==> src/rtl/ifq_pkg.sv <==
// Shared definitions for the IF/ID fetch queue: the bubble instruction,
// the default-width queue entry type and the occupancy-width helper.
package ifq_pkg;

    // addi x0, x0, 0 -- presented to decode whenever the queue is empty
    localparam logic [31:0] IFQ_NOP_INST = 32'h0000_0013;

    localparam int IFQ_XLEN = 64;
    localparam int IFQ_ILEN = 32;

    // One queue slot at the default widths: PC in the upper bits, instruction below
    typedef struct packed {
        logic [IFQ_XLEN-1:0] pc;
        logic [IFQ_ILEN-1:0] inst;
    } ifq_entry_t;

    // Occupancy runs 0..depth inclusive, so it needs clog2(depth+1) bits
    function automatic int ifq_cnt_w(input int depth);
        return $clog2(depth + 1);
    endfunction

endpackage

==> src/rtl/ifq_ptr.sv <==
// Wrap-around pointer for the fetch queue. The width is clog2(DEPTH) with
// DEPTH a power of two, so the natural binary overflow is the modulo-DEPTH wrap.
module ifq_ptr #(
    parameter int PW = 2
) (
    input  logic          clk,
    input  logic          rst_n,
    input  logic          i_clr,
    input  logic          i_inc,
    output logic [PW-1:0] o_ptr
);

    logic [PW-1:0] r_ptr;

    // Pointer register: clear has priority over increment
    always_ff @(posedge clk or negedge rst_n) begin
        if (!rst_n) begin
            r_ptr <= '0;
        end else if (i_clr) begin
            r_ptr <= '0;
        end else if (i_inc) begin
            r_ptr <= r_ptr + PW'(1);
        end
    end

    assign o_ptr = r_ptr;

endmodule

==> src/rtl/fetch_queue_if_id.sv <==
// IF/ID boundary implemented as a DEPTH-entry circular instruction queue.
// Optional macro IFQ_FULL_PUSHPOP_EN: when defined, a full queue accepts a
// push in the same cycle decode pops, at the cost of an out_ready->in_ready path.
//
// Handshake: a transfer happens on a rising edge where valid and ready are
// both high and no flush is requested; valid never waits on ready, and the
// producer holds its data until the transfer completes.
module fetch_queue_if_id
    import ifq_pkg::*;
#(
    parameter int               DEPTH    = 4,
    parameter int               XLEN     = 64,
    parameter int               ILEN     = 32,
    parameter logic [ILEN-1:0]  NOP_INST = ILEN'(IFQ_NOP_INST)
) (
    input  logic                          clk,
    input  logic                          rst_n,
    input  logic                          clear,
    input  logic                          bj_en,
    input  logic                          trap_en,
    input  logic                          in_valid,
    output logic                          in_ready,
    input  logic [ILEN-1:0]               inst_in,
    input  logic [XLEN-1:0]               pc_in,
    output logic                          out_valid,
    input  logic                          out_ready,
    output logic [ILEN-1:0]               inst_out,
    output logic [XLEN-1:0]               pc_out,
    output logic [ifq_cnt_w(DEPTH)-1:0]   count
);

    localparam int PW = $clog2(DEPTH);
    localparam int CW = ifq_cnt_w(DEPTH);
    localparam logic [CW-1:0] FULL_CNT = CW'(DEPTH);

    typedef struct packed {
        logic [XLEN-1:0] pc;
        logic [ILEN-1:0] inst;
    } entry_t;

    entry_t          r_mem [DEPTH];
    logic [CW-1:0]   r_count;
    logic [PW-1:0]   w_wr_ptr;
    logic [PW-1:0]   w_rd_ptr;
    logic            w_flush;
    logic            w_not_full;
    logic            w_push;
    logic            w_pop;
    entry_t          w_head;

    // Any redirect source empties the queue and wins over push/pop
    assign w_flush    = clear | bj_en | trap_en;
    assign w_not_full = (r_count != FULL_CNT);

`ifdef IFQ_FULL_PUSHPOP_EN
    assign in_ready = w_not_full | (out_ready & ~w_flush);
`else
    assign in_ready = w_not_full;
`endif

    assign out_valid = (r_count != '0);
    assign w_push    = in_valid & in_ready & ~w_flush;
    assign w_pop     = out_valid & out_ready & ~w_flush;

    ifq_ptr #(.PW(PW)) u_wr_ptr (
        .clk   (clk),
        .rst_n (rst_n),
        .i_clr (w_flush),
        .i_inc (w_push),
        .o_ptr (w_wr_ptr)
    );

    ifq_ptr #(.PW(PW)) u_rd_ptr (
        .clk   (clk),
        .rst_n (rst_n),
        .i_clr (w_flush),
        .i_inc (w_pop),
        .o_ptr (w_rd_ptr)
    );

    // Storage write: slots are not reset, only the count says what is live
    always_ff @(posedge clk) begin
        if (w_push) begin
            r_mem[w_wr_ptr] <= '{pc: pc_in, inst: inst_in};
        end
    end

    // Occupancy: flush empties; simultaneous push and pop leaves it unchanged
    always_ff @(posedge clk or negedge rst_n) begin
        if (!rst_n) begin
            r_count <= '0;
        end else if (w_flush) begin
            r_count <= '0;
        end else begin
            r_count <= r_count + CW'(w_push) - CW'(w_pop);
        end
    end

    assign count  = r_count;
    assign w_head = r_mem[w_rd_ptr];

    // Head presentation: bubble instruction and zero PC when nothing is queued
    always_comb begin
        inst_out = NOP_INST;
        pc_out   = '0;
        if (out_valid) begin
            inst_out = w_head.inst;
            pc_out   = w_head.pc;
        end
    end

    a_no_overflow: assert property (@(posedge clk) disable iff (!rst_n)
        !(w_push && !w_not_full && !w_pop))
        else $error("push into full fetch queue");

    a_no_underflow: assert property (@(posedge clk) disable iff (!rst_n)
        !(w_pop && (r_count == '0)))
        else $error("pop from empty fetch queue");

endmodule

==> config.mk <==
export PLATFORM = sky130hd
export DESIGN_NAME = fetch_queue_if_id
export DESIGN_NICKNAME = d
export VERILOG_FILES = /design/src/rtl/ifq_pkg.sv /design/src/rtl/ifq_ptr.sv /design/src/rtl/fetch_queue_if_id.sv
export SDC_FILE = /design/constraint.sdc
export NUM_CORES = 1
export LEC_CHECK = 0
export CAP_MARGIN = 20
export CORE_MARGIN = 4
export CORE_UTILIZATION = 55
export DETAILED_ROUTE_END_ITERATION = 7
export GPL_ROUTABILITY_DRIVEN = 0
export GPL_TIMING_DRIVEN = 0
export PLACE_DENSITY = 0.87
export SLEW_MARGIN = 20
export SYNTH_ARGS = -nofsm -noshare
export SYNTH_HDL_FRONTEND = slang
export SYNTH_SLANG_ARGS = --single-unit
==> constraint.sdc <==
create_clock -name clk -period 4.1 [get_ports clk]
set_clock_uncertainty 0.1 [all_clocks]
set_input_delay 0.82 -clock clk [delete_from_list [all_inputs] [get_ports clk]]
set_output_delay 0.82 -clock clk [all_outputs]
set_load 0.02 [all_outputs]
==> summary.md, run 1 <==
| Metric | Value |
|---|---|
| First-pass GRT wire length | between 40000 and 50000 µm |
| Vias per cell | around 5.6 |
| Commonest cells post-synth | edfxtp_1, mux4_2, and2_1, clkbuf_1, buf_2 |
| Crit. End Element | primary output |
| Hold_ws | ~480 ps |
| Setup CP Type | register to primary output |
| Synthesized area per cell | 22.7 µm² |
| Number of buffers created by CTS | 40 |
| Die area | between 20000 and 30000 µm² |
| Worst EP required | ~3200 ps |
| DRT iter0 DRCs | about 510 |
| Clock transition at path regs | 60 ps |
| Antenna diodes | 0 |
| Hold/Removal Path Class | primary input to async pin |
| Core area | 26800 µm² |
| Synthesized instance count | approximately 660 |
| Setup ws final | slightly below 300 ps |
| Cell taking the most area after synthesis | edfxtp_1 |
| First-pass DRT Iterations | 5 |
| Design area | around 19000 µm² |
| H-tree levels | 2 |
| Post-CTS Hold Buffers | 0 |
| Area share of the largest cell type after synthesis | 0.772 |
| GRT Resource Usage Total | 0.198 |
| Fmax | roughly 260 MHz |
| Per-cell routed wire length | roughly 23 µm |
| Number of enable flip-flop cells after synthesis | approximately 380 |
| Power Dens Cells | ~420 nW/µm² |
| Total Wirelength | 29200 µm |
| Wire length on met2 | 14900 µm |
| IO buf count | 203 |
| CTS max path bufs | 3 |
| Final Slew Violations | 0 |
| Rows | 60 |
| Vias in the first global route | ~8000 |
| Worst Tran Pin Value | between 800 and 900 ps |
| Dpl ws | between 300 and 400 ps |
| Async set-reset flop share out of synthesis | 0.0179 |
| Io pins | 204 |
| Count of different cell masters after synthesis | 26 |
| Largest net degree at the start of global routing | 45 |
| Synthesized Nets | about 770 |
| Share of cells above drive strength 1 | 0.195 |
| Initial cell density of the core | 0.557 |
| Clk sinks | roughly 390 |
| Leak | 5.99 nW |
| Die H | ~170 µm |
| Critical path startpoint category | register |
| Area Overhead vs Synth | 26.2% |
| DR WL met3 | 2020 µm |
| Slew margin rel. | 0.423 |
| Fill cells | about 1600 |
| Placed Area | ~18000 µm² |
| Yosys synthesis warning count | 0 |
| Clock root cell | clkbuf_16 |
| Antenna Violating Nets Remaining | 0 |
| Ys flop type | edfxtp_1 |
| HPWL after DPL | 18900 µm |
| Arr. time, crit path | between 2000 and 3000 ps |
| Crit-path max FO | 12 |
| TNS Setup | 0 ps |
| Register area share after synthesis | 0.784 |
| DRC errors left | 0 |
| Seq cells post-synth | between 300 and 400 |
| Peak VDD IR | 0.409 mV |
| Minimum clock period | 3810 ps |
| Max Cap Viol | 0 |
| RSZ-0062 raised after global routing | no |
| Status | finished, final reports clean |
| Hold Vio Cnt, Final | 0 |
| Top layer in use | met5 |
| Synth area leaders | edfxtp_1, mux4_2, and2_1, dfrtp_1, ha_1 |
| Area of the multi-input gates | between 3000 and 4000 µm² |
| TritonCTS clock tree | done |
| Synth Cell Area | roughly 15000 µm² |
| Final setup viols | 0 |
| Met1 WL | 11700 µm |
| Antenna violations before repair | 2 |
| Cell with the most instances after synthesis | edfxtp_1 |
| Vias | 7252 |
| Reg area | between 10000 and 15000 µm² |
| Grt total ovfl | 0 |
| Die Wd | ~170 µm |
| # nets final | between 1000 and 1500 |
| Overall Power | between 8 and 9 mW |
| Final period util | 0.928 |
| Clock Latency Late Sink | around 520 ps |
==> area by class of cell <==
cell class,instances,share of cell area
timing repair buffer,213,0.117
sequential,391,0.621
clock buffer,52,0.0577
clock inverter,22,0.00883
buffer,32,0.00936
tap,341,0.0226
inverter,5,0.00119
multi-input combinational,228,0.162
==> critical path: stages (launching register included) <==
cell	delay [ps]
dfrtp_1	480
nor3_2	450
clkinvlp_4	150
buf_4	220
clkbuf_1	240
and2_1	200
clkdlybuf4s50_1	610
==> sequential cells by signal, summed over array words and instances (netlist names) <==
name,flops
u_rd_ptr.o_ptr,2
r_mem,384
u_wr_ptr.o_ptr,2
count,3
==> placed cells by master, fill, tap and decap left out, types with 3 or more instances in the layout <==
cell,n
clkinvlp_4,3
dfrtp_1,7
buf_4,3
edfxtp_1,384
clkinv_1,8
clkbuf_1,26
nor2_1,4
buf_2,11
mux4_2,96
and2_1,95
buf_12,8
clkdlybuf4s50_1,203
clkbuf_16,42
or2_1,3
inv_1,4
clkinv_2,9
buf_6,3
ha_1,6
and3_4,4
nand2_1,3
==> cell families after synthesis <==
kind of cell,count (synthesis),synth area share
buf+inv,38,0.0133
mux,96,0.145
compound gates,5,0.00201
xor+xnor,2,0.00117
fa+ha+maj,7,0.00637
simple gates,118,0.0485
flops,391,0.784
==> per-layer routing <==
layer	up-vias	GRT usage
li1	3205	-
met2	237	0.338
met4	4	0.0469
met5	-	0
met3	52	0.0538
met1	3754	0.259
==> final timing paths <==
path / from / to / slack, ps / depth (start not counted)
setup / recovery: count[1] / pc_out[35] / 290 / 6
hold reg to reg: u_wr_ptr.o_ptr[0] / u_wr_ptr.o_ptr[0] / 520 / 2
min in group clk: u_wr_ptr.o_ptr[0] / u_wr_ptr.o_ptr[0] / 520 / 2
hold / removal: rst_n / count[0] / 480 / 1
max in group asynchronous: rst_n / u_rd_ptr.o_ptr[1] / 3160 / 1
setup reg to reg: count[1] / count[2] / 1240 / 11
==> repair_timing <==
item                       in CTS  in global routing
gates resized for setup         0                  1
hold endpoints to repair        0                  0
buffers inserted                0                  2
gates cloned                    0                  0
setup endpoints to repair      60                  3
==> power by group <==
group,internal (mW),total (mW),switching (mW)
clock,2.00,3.39,1.39
sequential,4.41,4.42,0.00532
combinational,0.114,0.198,0.0840
total,6.53,8.01,1.48
==> through the flow <==
step / cells / utilization
global placement: 1201 / 0.649
detailed placement: 1209 / 0.656
finish: 1284 / 0.703
global route: 1284 / 0.703
floorplan: 657 / -
CTS: 1282 / 0.703
(Power assumes the default switching activity.)
==> run 2, diff against run 1 <==
--- a/config.mk
+++ b/config.mk
@@ -11,7 +11,7 @@
 export DETAILED_ROUTE_END_ITERATION = 7
 export GPL_ROUTABILITY_DRIVEN = 0
 export GPL_TIMING_DRIVEN = 0
-export PLACE_DENSITY = 0.87
+export PLACE_DENSITY = 0.8
 export SLEW_MARGIN = 20
 export SYNTH_ARGS = -nofsm -noshare
 export SYNTH_HDL_FRONTEND = slang
==> run 2 against run 1 <==
  * Fmax is 1.3% lower
  * Wire length is 1.1% higher
  * Hold slack better by 5.4 ps
  * Clock power is 5% higher
  * Die area stayed put
  * Combinational power hardly changed
  * Sequential share of layout area is 0.26 points lower
  * Sequential cell count stayed put
  * Worst setup slack worse by 51 ps
  * Cell count is 0.47% lower
  * Global-route usage is 0.21 points lower
  * Largest power group unchanged
==> summary.md, run 2 (synthesized netlist as in run 1, its figures left out) <==
| Metric | Value |
|---|---|
| Status | finished, final reports clean (unchanged) |
| DRC errors left | 0 (unchanged) |
| Clk sinks | 391 (unchanged) |
| Most frequent cells in the layout | edfxtp_1, clkdlybuf4s50_1, mux4_2 (unchanged) |
| Fill cells | 1618 (was 1610) |
| Final Instance Count excl. Fillers | 1278 (was 1284) |
| RSZ-0062 raised after global routing | no (unchanged) |
| Most common cell after layout, fill and taps aside | edfxtp_1 (unchanged) |
| Die Wd | 173 µm (unchanged) |
| Per-cell routed wire length | 23.1 µm (was 22.8 µm) |
| Die H | 173 µm (unchanged) |
| Minimum clock period | 3860 ps (was 3810 ps) |
| Die area | 29900 µm² (unchanged) |
| Rows | 60 (unchanged) |
| DP Cell Count | 1209 (unchanged) |
| Leak | 6.03 nW (was 5.99 nW) |
| Worst Tran Pin Value | 1160 ps (was 858 ps) |
| Max Cap Viol | 0 (unchanged) |
| Post-CTS Hold Buffers | 0 (unchanged) |
| First-pass DRT Iterations | 5 (unchanged) |
| Share of cells above drive strength 1 | 0.190 (was 0.195) |
| GR met1 Demand/Resource | 0.264 (was 0.259) |
| First-pass GRT wire length | 45400 µm (was 45700 µm) |
| Final setup viols | 0 (unchanged) |
| Antenna diodes | 0 (unchanged) |
| Vias in the first global route | 7847 (was 7865) |
| Met2 Use GR | 0.329 (was 0.338) |
| DRT iter0 DRCs | 676 (was 507) |
| TritonCTS clock tree | done (unchanged) |
| Critical path startpoint category | register (unchanged) |
| HPWL after DPL | 18500 µm (was 18900 µm) |
| Peak VDD IR | 0.431 mV (was 0.409 mV) |
| Arr. time, crit path | 2940 ps (was 2890 ps) |
| Power Dens Cells | 432 nW/µm² (was 425 nW/µm²) |
| Crit-path max FO | 10 (was 12) |
| Hold Vio Cnt, Final | 0 (unchanged) |
| Hold/Removal Path Class | primary input to async pin (unchanged) |
| Grt total ovfl | 0 (unchanged) |
| # nets final | 1019 (was 1021) |
| Final period util | 0.941 (was 0.928) |
| Hold_ws | 486 ps (was 481 ps) |
| IO buf count | 203 (unchanged) |
| Vias | 7287 (was 7252) |
| Antenna violations before repair | 3 (was 2) |
| Busiest grt layer | met2 (unchanged) |
| Area of the multi-input gates | 3060 µm² (was 3050 µm²) |
| Antenna Violating Nets Remaining | 0 (unchanged) |
| Area Overhead vs Synth | 26.8% (was 26.2%) |
| Postcts setup bufs | 0 (unchanged) |
| Initial cell density of the core | 0.557 (unchanged) |
| Crit. End Element | primary output (unchanged) |
| Met3 Track Usage GR | 0.0538 (unchanged) |
| Largest net degree at the start of global routing | 47 (was 45) |
| Io pins | 204 (unchanged) |
| GRT Resource Usage Total | 0.196 (was 0.198) |
| Worst EP required | 3180 ps (about the same) |
| Slew margin rel. | 0.218 (was 0.423) |
| H-tree levels | 2 (unchanged) |
| Max reg flops | 384 (unchanged) |
| Core area | 26800 µm² (unchanged) |
| Vias per cell | 5.70 (was 5.65) |
| Number of buffers created by CTS | 39 (was 40) |
| Biggest register | r_mem (unchanged) |
| Clock Latency Late Sink | 500 ps (was 520 ps) |
| Final Slew Violations | 0 (unchanged) |
| Setup CP Type | register to primary output (unchanged) |
| CTS max path bufs | 3 (unchanged) |
| Clock transition at path regs | 60 ps (about the same) |
| Total Wirelength | 29600 µm (was 29200 µm) |
| Fmax | 259 MHz (was 263 MHz) |
| Clock root cell | clkbuf_16 (unchanged) |
| Reg area | 11700 µm² (unchanged) |
run 2: cell types whose count changed in the layout (fill, tap and decap cells not counted), sizes merged:
cell,change
clkinv,-11
clkbuf,+6
bufinv,+3
clkinvlp,-3
buf,-2
inv,+1
run 2: critical path: stages, from the launching register on:
cell	delay (ps)
dfrtp_1	510
nor3_4	110
inv_1	230
clkbuf_2	380
clkbuf_1	360
and2_1	190
clkdlybuf4s50_1	640
run 2: area by class of cell:
cell class | instances | share of cell area
clock inverters | 12 | 0.00945
repair buffers | 211 | 0.119
flip-flops and latches | 391 | 0.618
clock buffers | 57 | 0.0590
inverters | 5 | 0.000991
plain buffers | 33 | 0.00965
well taps | 341 | 0.0225
multi-input cells | 228 | 0.161
run 2: path summary, 6_finish.rpt:
check / startpoint / endpoint / slack (ps) / cells past startpoint
worst min-delay path: rst_n / count[1] / 490 / 1
worst max register to register: count[1] / count[2] / 1160 / 11
worst max-delay path: count[1] / pc_out[42] / 240 / 6
worst min register to register: u_wr_ptr.o_ptr[0] / u_wr_ptr.o_ptr[0] / 490 / 2
max in group asynchronous: rst_n / count[2] / 3160 / 1
min in group clk: u_wr_ptr.o_ptr[0] / u_wr_ptr.o_ptr[0] / 490 / 2
run 2: per-stage QoR:
step           setup WS (ps)  utilization  area (µm²)  power (mW)  TNS, ps
4_1_cts                 29.6        0.706       18900        8.24        0
3_5_place_dp             245        0.658       17600        4.70        0
6_report                 243        0.706       18900        8.18        0
2_1_floorplan            943            -       14900        4.54        0
5_1_grt                 30.5        0.706       18900        8.44        0
3_3_place_gp            -652        0.649       17400        4.69  -239560
run 2: report_power, final:
part | switching [mW] | total, mW | internal [mW]
registers | 0.00530 | 4.42 | 4.41
logic | 0.0847 | 0.199 | 0.114
clock network | 1.36 | 3.56 | 2.20
total | 1.45 | 8.18 | 6.72
run 2: metal layers:
layer	part of all wire	routed length (µm)
met1	0.41	12000
met2	0.51	15000
met3	0.070	2060
met4	0.016	462
met5	0.0016	47
run 2: timing repair:
| action | in CTS | in global routing |
|---|---|---|
| gates resized for setup | 1 | 3 |
| cloned | 0 | 0 |
| pin swaps | 0 | 0 |
| endpoints found under the setup margin | 50 | 17 |
